==> src/rtl/rom_loader_pkg.sv <==
// rom_loader_pkg: shared types and constants for the boot ROM loader.
// Holds the loader FSM encoding and the stream word width in bytes.
// Optional feature macro: ROM_LOADER_CHECKSUM_EN adds the S_CSUM state.
package rom_loader_pkg;

    localparam int BYTES_PER_WORD = 4;

`ifdef ROM_LOADER_CHECKSUM_EN
    typedef enum logic [2:0] {
        S_LEN,
        S_DATA,
        S_CSUM,
        S_DONE,
        S_ERR
    } state_t;
`else
    typedef enum logic [2:0] {
        S_LEN,
        S_DATA,
        S_DONE,
        S_ERR
    } state_t;
`endif

endpackage

==> src/rtl/rom_loader_if.sv <==
// rom_loader_if: byte-stream input and ROM write port of the boot loader.
// Ports: rx_valid/rx_data/rx_ready (byte stream), rom_we/rom_waddr/rom_wdata.
// master = loader side, slave = byte source / ROM side.
interface rom_loader_if #(
    parameter int ADDR_W = 12
);
    logic              rx_valid;
    logic [7:0]        rx_data;
    logic              rx_ready;
    logic              rom_we;
    logic [ADDR_W-1:0] rom_waddr;
    logic [31:0]       rom_wdata;

    modport master (
        input  rx_valid,
        input  rx_data,
        output rx_ready,
        output rom_we,
        output rom_waddr,
        output rom_wdata
    );

    modport slave (
        output rx_valid,
        output rx_data,
        input  rx_ready,
        input  rom_we,
        input  rom_waddr,
        input  rom_wdata
    );
endinterface

==> src/rtl/rom_loader_pack.sv <==
// rom_loader_pack: little-endian byte-to-word packer.
// Ports: clk, rst (async active-low), data/accept (byte in), clear,
//        word (32-bit, valid with the 4th byte), word_valid.
module rom_loader_pack
    import rom_loader_pkg::*;
(
    input  logic        clk,
    input  logic        rst,
    input  logic [7:0]  data,
    input  logic        accept,
    input  logic        clear,
    output logic [31:0] word,
    output logic        word_valid
);

    localparam logic [1:0] LAST = 2'(BYTES_PER_WORD - 1);

    logic [1:0]  cnt;
    logic [23:0] low;

    always_ff @(posedge clk or negedge rst) begin
        if (!rst) begin
            cnt <= '0;
            low <= '0;
        end else if (clear) begin
            cnt <= '0;
            low <= '0;
        end else if (accept) begin
            cnt <= cnt + 2'd1;
            // LSB arrives first, so earlier bytes shift down.
            low <= {data, low[23:8]};
        end
    end

    // The 4th byte is used directly so the word is ready on its edge.
    assign word       = {data, low};
    assign word_valid = accept && (cnt == LAST);

endmodule

==> src/rtl/rom_loader.sv <==
// rom_loader: boot loader writing a length-prefixed byte stream into ROM.
// Ports: clk, rst (async active-low), bus (rom_loader_if.master),
//        cpu_rst, done, error, words_loaded. Macro: ROM_LOADER_CHECKSUM_EN.
module rom_loader
    import rom_loader_pkg::*;
#(
    parameter int ADDR_W = 12
) (
    input  logic              clk,
    input  logic              rst,
    rom_loader_if.master      bus,
    output logic              cpu_rst,
    output logic              done,
    output logic              error,
    output logic [ADDR_W:0]   words_loaded
);

    localparam int          MAX_WORDS = 2 ** ADDR_W;
    localparam logic [32:0] MAX_N     = 33'(MAX_WORDS);

    state_t          state;
    state_t          state_nx;
    logic            take;
    logic            in_field;
    logic            pk_valid;
    logic [31:0]     pk_word;
    logic [ADDR_W:0] n_words;
    logic            last_word;
    logic            len_big;
    logic            len_zero;

    assign take      = bus.rx_valid && bus.rx_ready;
    assign in_field  = (state == S_LEN) || (state == S_DATA);
    assign last_word = (words_loaded + (ADDR_W+1)'(1)) == n_words;
    assign len_big   = {1'b0, pk_word} > MAX_N;
    assign len_zero  = pk_word == 32'd0;

    rom_loader_pack u_pack (
        .clk        (clk),
        .rst        (rst),
        .data       (bus.rx_data),
        .accept     (take && in_field),
        .clear      (!in_field),
        .word       (pk_word),
        .word_valid (pk_valid)
    );

`ifdef ROM_LOADER_CHECKSUM_EN
    logic [7:0] csum;
    localparam state_t S_TAIL = S_CSUM;

    always_ff @(posedge clk or negedge rst) begin
        if (!rst) begin
            csum <= '0;
        end else if (take && in_field) begin
            csum <= csum ^ bus.rx_data;
        end
    end

    assign bus.rx_ready = in_field || (state == S_CSUM);
`else
    localparam state_t S_TAIL = S_DONE;

    assign bus.rx_ready = in_field;
`endif

    always_ff @(posedge clk or negedge rst) begin
        if (!rst) begin
            state <= S_LEN;
        end else begin
            state <= state_nx;
        end
    end

    always_comb begin
        state_nx = state;
        unique case (state)
            S_LEN: begin
                if (pk_valid) begin
                    if (len_big) begin
                        state_nx = S_ERR;
                    end else if (len_zero) begin
                        state_nx = S_TAIL;
                    end else begin
                        state_nx = S_DATA;
                    end
                end
            end
            S_DATA: begin
                if (pk_valid && last_word) begin
                    state_nx = S_TAIL;
                end
            end
`ifdef ROM_LOADER_CHECKSUM_EN
            S_CSUM: begin
                if (take) begin
                    state_nx = (bus.rx_data == csum) ? S_DONE : S_ERR;
                end
            end
`endif
            default: state_nx = state;
        endcase
    end

    always_ff @(posedge clk or negedge rst) begin
        if (!rst) begin
            n_words       <= '0;
            words_loaded  <= '0;
            bus.rom_we    <= 1'b0;
            bus.rom_waddr <= '0;
            bus.rom_wdata <= '0;
        end else begin
            bus.rom_we <= 1'b0;
            if (state == S_LEN && pk_valid) begin
                n_words <= pk_word[ADDR_W:0];
            end
            if (state == S_DATA && pk_valid) begin
                bus.rom_we    <= 1'b1;
                bus.rom_waddr <= words_loaded[ADDR_W-1:0];
                bus.rom_wdata <= pk_word;
                words_loaded  <= words_loaded + (ADDR_W+1)'(1);
            end
        end
    end

    // The FSM reaches S_DONE with the final write still in flight;
    // release the core only once that write has retired.
    assign done    = (state == S_DONE) && !bus.rom_we;
    assign cpu_rst = done;
    assign error   = state == S_ERR;

endmodule

==> src/flat_wrapper.sv <==
// flat-port wrapper written by rule: the top's interface ports become plain ports
module rom_loader_flat import rom_loader_pkg::*;
#(
    parameter int ADDR_W = 12
)
  (clk, rst, cpu_rst, done, error, words_loaded, bus_rx_valid, bus_rx_data, bus_rx_ready, bus_rom_we, bus_rom_waddr, bus_rom_wdata);
  rom_loader_if #(.ADDR_W(ADDR_W)) bus_i ();
  input  logic clk;
  input  logic rst;
  output logic cpu_rst;
  output logic done;
  output logic error;
  output logic [ADDR_W:0] words_loaded;
  input wire logic [$bits(bus_i.rx_valid)-1:0] bus_rx_valid;
  input wire logic [$bits(bus_i.rx_data)-1:0] bus_rx_data;
  output wire logic [$bits(bus_i.rx_ready)-1:0] bus_rx_ready;
  output wire logic [$bits(bus_i.rom_we)-1:0] bus_rom_we;
  output wire logic [$bits(bus_i.rom_waddr)-1:0] bus_rom_waddr;
  output wire logic [$bits(bus_i.rom_wdata)-1:0] bus_rom_wdata;
  assign bus_i.rx_valid = bus_rx_valid;
  assign bus_i.rx_data = bus_rx_data;
  assign bus_rx_ready = bus_i.rx_ready;
  assign bus_rom_we = bus_i.rom_we;
  assign bus_rom_waddr = bus_i.rom_waddr;
  assign bus_rom_wdata = bus_i.rom_wdata;
  rom_loader #(.ADDR_W(ADDR_W)) u_core (.clk(clk), .rst(rst), .bus(bus_i), .cpu_rst(cpu_rst), .done(done), .error(error), .words_loaded(words_loaded));
endmodule
==> config.mk <==
export PLATFORM = sky130hd
export DESIGN_NAME = rom_loader_flat
export DESIGN_NICKNAME = d
export VERILOG_FILES = /design/src/rtl/rom_loader_pkg.sv /design/src/rtl/rom_loader_if.sv /design/src/rtl/rom_loader_pack.sv /design/src/rtl/rom_loader.sv /design/src/flat_wrapper.sv
export SDC_FILE = /design/constraint.sdc
export NUM_CORES = 1
export LEC_CHECK = 0
export CAP_MARGIN = 10
export CORE_MARGIN = 5
export CORE_UTILIZATION = 65
export DETAILED_ROUTE_END_ITERATION = 16
export DONT_BUFFER_PORTS = 1
export PLACE_DENSITY = 0.9
export SKIP_LAST_GASP = 1
export SLEW_MARGIN = 20
export SYNTH_ARGS = -nofsm -noshare
export SYNTH_HDL_FRONTEND = slang
export SYNTH_SLANG_ARGS = --single-unit
==> constraint.sdc <==
create_clock -name clk -period 4.15 [get_ports clk]
set_clock_uncertainty 0.05 [all_clocks]
set_input_delay 0.83 -clock clk [delete_from_list [all_inputs] [get_ports clk]]
set_output_delay 0.83 -clock clk [all_outputs]
set_load 0.03 [all_outputs]
# == Yosys cells after proc, flatten, opt, wreduce, memory -nomap -nowiden ==
# Index checks and enable logic that the tools add are counted.
# classes
add_sub_neg,2
multipliers,0
div_mod_pow,0
magnitude_cmp,1
n_eq_ne,8
shifts,0
mux,10
bitwise_logic,0
reduce_logical,13
# ops
cell,n
24-bit 2-to-1 mux,2
"32-bit by 13-bit > comparator with 1-bit output, second input constant",1
32-bit zero test,1
"13-bit by 1-bit adder with 13-bit output, second input constant",1
13-bit equality test,1
3-bit 2-to-1 mux,3
1-bit logical AND,7
"3-bit by 2-bit equality test with 1-bit output, second input constant",2
2-bit 2-to-1 mux,3
3-bit case mux with 2 select lines,1
"2-bit by 1-bit != test with 1-bit output, second input constant",2
"3-bit by 1-bit equality test with 1-bit output, second input constant",1
3-bit zero test,1
3-bit AND reduction,1
"2-bit by 1-bit adder with 2-bit output, second input constant",1
"2-bit equality test, second input constant",1
"2-bit != test, second input constant",1
2-bit nonzero test,1
1-bit zero test,1
1-bit logical OR,1
1-bit 2-to-1 mux,1
# word_totals
regBits,100
latch_bits,0
ramBits,0
romBits,0
in_bits,11
wordCells,42
memories,0

# == Logic depth before layout (Yosys ltp) ==
# depth
depth_word,8
mapped_depth,8

# == Modules after synthesis ==
# From an unflattened synthesis, not the netlist that was laid out.
# unflattened
cells_unflattened,443
area_unflattened_um2,4476.8
# by_module_without_submodules
mod,instances,cells_per_inst,area_per_inst_um2,seq_area_each_um2
rom_loader,1,349,3323.2,1826.8
rom_loader_pack,1,94,1153.6,650.6

# == Least setup slack after synthesis ==
# OpenSTA, ideal clock, no wires.
# synth_path
path_kind,reg-to-output
start,register u_core.state[1]
end,output done
arrival_time_ns,1.871
required_ns,3.270
setup_slack_ns,1.399
stages_incl_launch_ff,5
path_cell_list,dfrtp_1 > clkbuf_1 > inv_1 > nor3_1 > buf_4
# synth_between
elab_chain_len,2
# synth_rtl
item,line,text
start: declaration,rom_loader.sv:21,state_t state;
start signal: assignment,rom_loader.sv:71,state <= state_nx;
3-bit by 2-bit equality test with 1-bit output,rom_loader.sv:128,assign done = (state == S_DONE) && !bus.rom_we;
1-bit logical AND,rom_loader.sv:128,
end: declaration,flat_wrapper.sv:11,output logic done;
# No other way between the ends.

# == Final worst setup path ==
# layout_path
start,register u_core.words_loaded[0]
end,register u_core.state[0]
# layout_between
elab_chain_len,5
# layout_rtl
item,line,text
start: declaration,rom_loader.sv:15,output logic [ADDR_W:0] words_loaded
start signal: assignment,rom_loader.sv:121,words_loaded <= words_loaded + (ADDR_W+1)'(1);
13-bit by 1-bit adder with 13-bit output,rom_loader.sv:34,assign last_word = (words_loaded + (ADDR_W+1)'(1)) == n_words;
13-bit equality test,rom_loader.sv:34,
1-bit logical AND,rom_loader.sv:90,if (pk_valid && last_word) begin
2-bit by 1-bit != test with 1-bit output (no line),--,
3-bit AND reduction (no line),--,
# No other way between the ends.
# A chain may end at the register's enable or synchronous reset.

==> impl_metrics.toml <==
[finish]
final_area_um2 = 4560
layout-drive-gt1-share_pct = 9.91
nets = 432
n_antenna_cell = 0
post-route-util_pct = 68.3
syn2layout_area_growth_pct = 4.14

[placement]
port_buffers = 0
place_hpwl_um = 6050
dpl_cell_area_um2 = 4380
gp_congestion = 0.877

[power_and_ir_drop]
ir_worst_vdd_uv = 203
leakagePower_nw = 2.32
power_density_nw_per_um2 = 339
power_w = 0.00155

[logic_synthesis]
yosys.area.top_type = "dfrtp_1"
ys_seq_area_share_pct = 56.6
ys_top_cells_by_area = "dfrtp_1 (57%), nand2_1 (12%), mux2i_1 (5.7%)"
syn_inst = 430
ys.flop_type = "dfrtp_1"
syn_area_per_cell_um2 = 10.2
netlist_area_um2 = 4380
synth.lib_cells_used.distinct = 46
synth_most_common_cell = "nand2_1"
syn-num-nets = 443
yosysTopAreaCellShare_pct = 56.6
synth_edf_count = 0
synth_common_cells = "nand2_1 (138), dfrtp_1 (99), nor2_1 (33), mux2i_1 (25), xnor2_1 (18)"
yosys_warnings = 0
ys_seq_elements = 99
postSynth.asyncResetShare_pct = 100

[floorplan]
die_height_um = 92.1
floorplan.initialDensity_pct = 65.5
ioPinCount = 73
die_area_um2 = 8480
die_w_um = 92.1
core_um2 = 6680
row_count = 30

[sta]
max_freq_mhz = 322
fin_crit_sh_pct = 74.8
hold_violations = 0
worst_pin_slew_ps = 1060
setup_tns_ps = 0
finalMaxSlewViolations = 0
rsz0062_at_grt = "no"
final-setup-viol-count = 0
maxSlewHeadroom_pct = 28.9
finalCriticalPeriod_ps = 3110

[route]
ant_nets = 0
viasPerCell = 5.92
first_iter_violations = 182
drc = 0
via_count = 2985
totalWireLength_um = 8880
wl_per_cell_um = 17.6
first_pass_iters = 4

[cts]
cts_buffers = 9
htree_levels = 3
cts.reportedPaths.clkPinSlew_ps = 100
cts.repair.resized = 0
postCtsHoldBufs = 0
cts_max_path_buffers = 2
cts-root-buf = "clkbuf_8"
cts.sinks = 99
tritoncts = "built"
worstSkewPairLatency_ps = 360
postCtsSetupRepairBufs = 0

[grt]
grt_pass1_wl_um = 14800
track_usage_pct = 22.1
grt_busiest_layer = "met2"
globalRouteMet2Util_pct = 36.1
grt_use_met3_pct = 6.81
antenna_found_initial = 0
grt_use_met1_pct = 27.0
first_global_vias = 3006
grt_overflow = 0
grt_max_degree = 100

[worst_setup_path]
cp_data_arrival_time_ps = 3310
endpoint = "u_core.state[0]$_DFFE_PN0P_"
cp_cell_sequence = "ha_1 -> nand3_1 -> nor4b_1 -> o21ai_0 -> a22o_1 -> or4_4 -> o32a_1"
reg2reg_depth = 7
crit_fanout = 8
critPathMaxStageDelay_ps = 740
crit_start = "u_core.words_loaded[0]$_DFFE_PN0P_"
path_class = "flip-flop to flip-flop"
cp-end-kind = "flip-flop"
crit_required_ps = 4350
regToRegStartpoint = "u_core.words_loaded[0]$_DFFE_PN0P_"
ff2ff_setup_slack_ps = 1040
cp-start-kind = "flip-flop"
slowest_stage = "dfrtp_1"
r2r_end = "u_core.state[0]$_DFFE_PN0P_"

[flow_run]
drv_cap = 0

[min_path]
hold_path_class = "primary input to asynchronous set/reset pin"

[outcome]
run_status = "completed"
-- flip-flops by register name, summed over array words and instances, names as in the netlist --
name	cells
u_core.bus.rom_waddr	12
u_core.bus.rom_wdata	32
u_core.bus.rom_we	1
u_core.n_words	13
u_core.state	2
u_core.u_pack.cnt	2
u_core.u_pack.low	24
u_core.words_loaded	13
-- placed cells by master (no fill, tap or decap), types with 3 or more instances in the layout --
cell and instances:
nand2_1 137, dfrtp_1 99, nor2_1 33, mux2i_1 25, xnor2_1 18, mux2_2 13
xor2_1 10, clkbuf_8 9, nor4_1 8, nor3_1 7, nand3_1 6, o21ai_0 6
a21oi_1 4, and2_1 3, nand4_1 3, clkinvlp_4 3
-- logic make-up (layout without fill, tap and decap cells) --
group	Yosys count	after routing	share of synthesized area [%]
compound gates	22	22	3.46
xor+xnor	28	28	5.60
fa+ha+maj	2	2	0.571
buf+inv	27	21	3.11
flops	99	99	56.6
mux	38	38	9.06
simple gates	214	214	21.6
-- critical path: cells and delay by family, from the launching register on --
kind,cells,cell delay (ps)
simple gates,3,1150
flops,1,740
fa+ha+maj,1,380
compound gates,3,660
-- per-layer routing --
layer,vias to the layer above,routed length [µm]
met3,17,612
met2,83,4440
met5,-,0
li1,1399,-
met4,0,200
met1,1486,3620
-- worst min-delay path by stage --
stage                                                 endpoint  slack (ps)  cells after the start
after floorplan           u_core.bus.rom_wdata[15]$_DFFE_PN0P_         420                      2
after global placement        u_core.u_pack.cnt[1]$_DFFE_PN0P_         460                      2
after detailed placement        u_core.n_words[12]$_DFFE_PN0P_         470                      1
after CTS                  u_core.bus.rom_waddr[7]$_DFFE_PN0P_          80                      0
after global routing       u_core.bus.rom_waddr[5]$_DFFE_PN0P_          70                      0
final                      u_core.bus.rom_waddr[7]$_DFFE_PN0P_         100                      0
-- stage by stage --
step                      cells  worst slack [ps]  hold slack [ps]
after floorplan             430              1400              424
after global placement      488              1160              458
after detailed placement    488              1070              467
after CTS                   504              1040             77.8
after global routing        504               813             71.1
final                       504              1040             97.4
-- power by group --
part           switching (W)  internal, W   total (W)
sequential                 0     0.000964    0.000964
combinational     0.00000156   0.00000698  0.00000854
clock               0.000347     0.000227    0.000574
total               0.000349      0.00120     0.00155
-- area by class of cell --
cell class                      instances  area (µm²)
Multi-Input combinational cell        304        1770
Clock inverter                          7        60.1
Clock buffer                            9         124
Tap cell                               80         100
Fill cell                             488        2120
Sequential cell                        99        2480
Inverter                                3        11.3
Timing Repair Buffer                    2        15.0
Note: power is estimated with default switching activity, not from simulation.
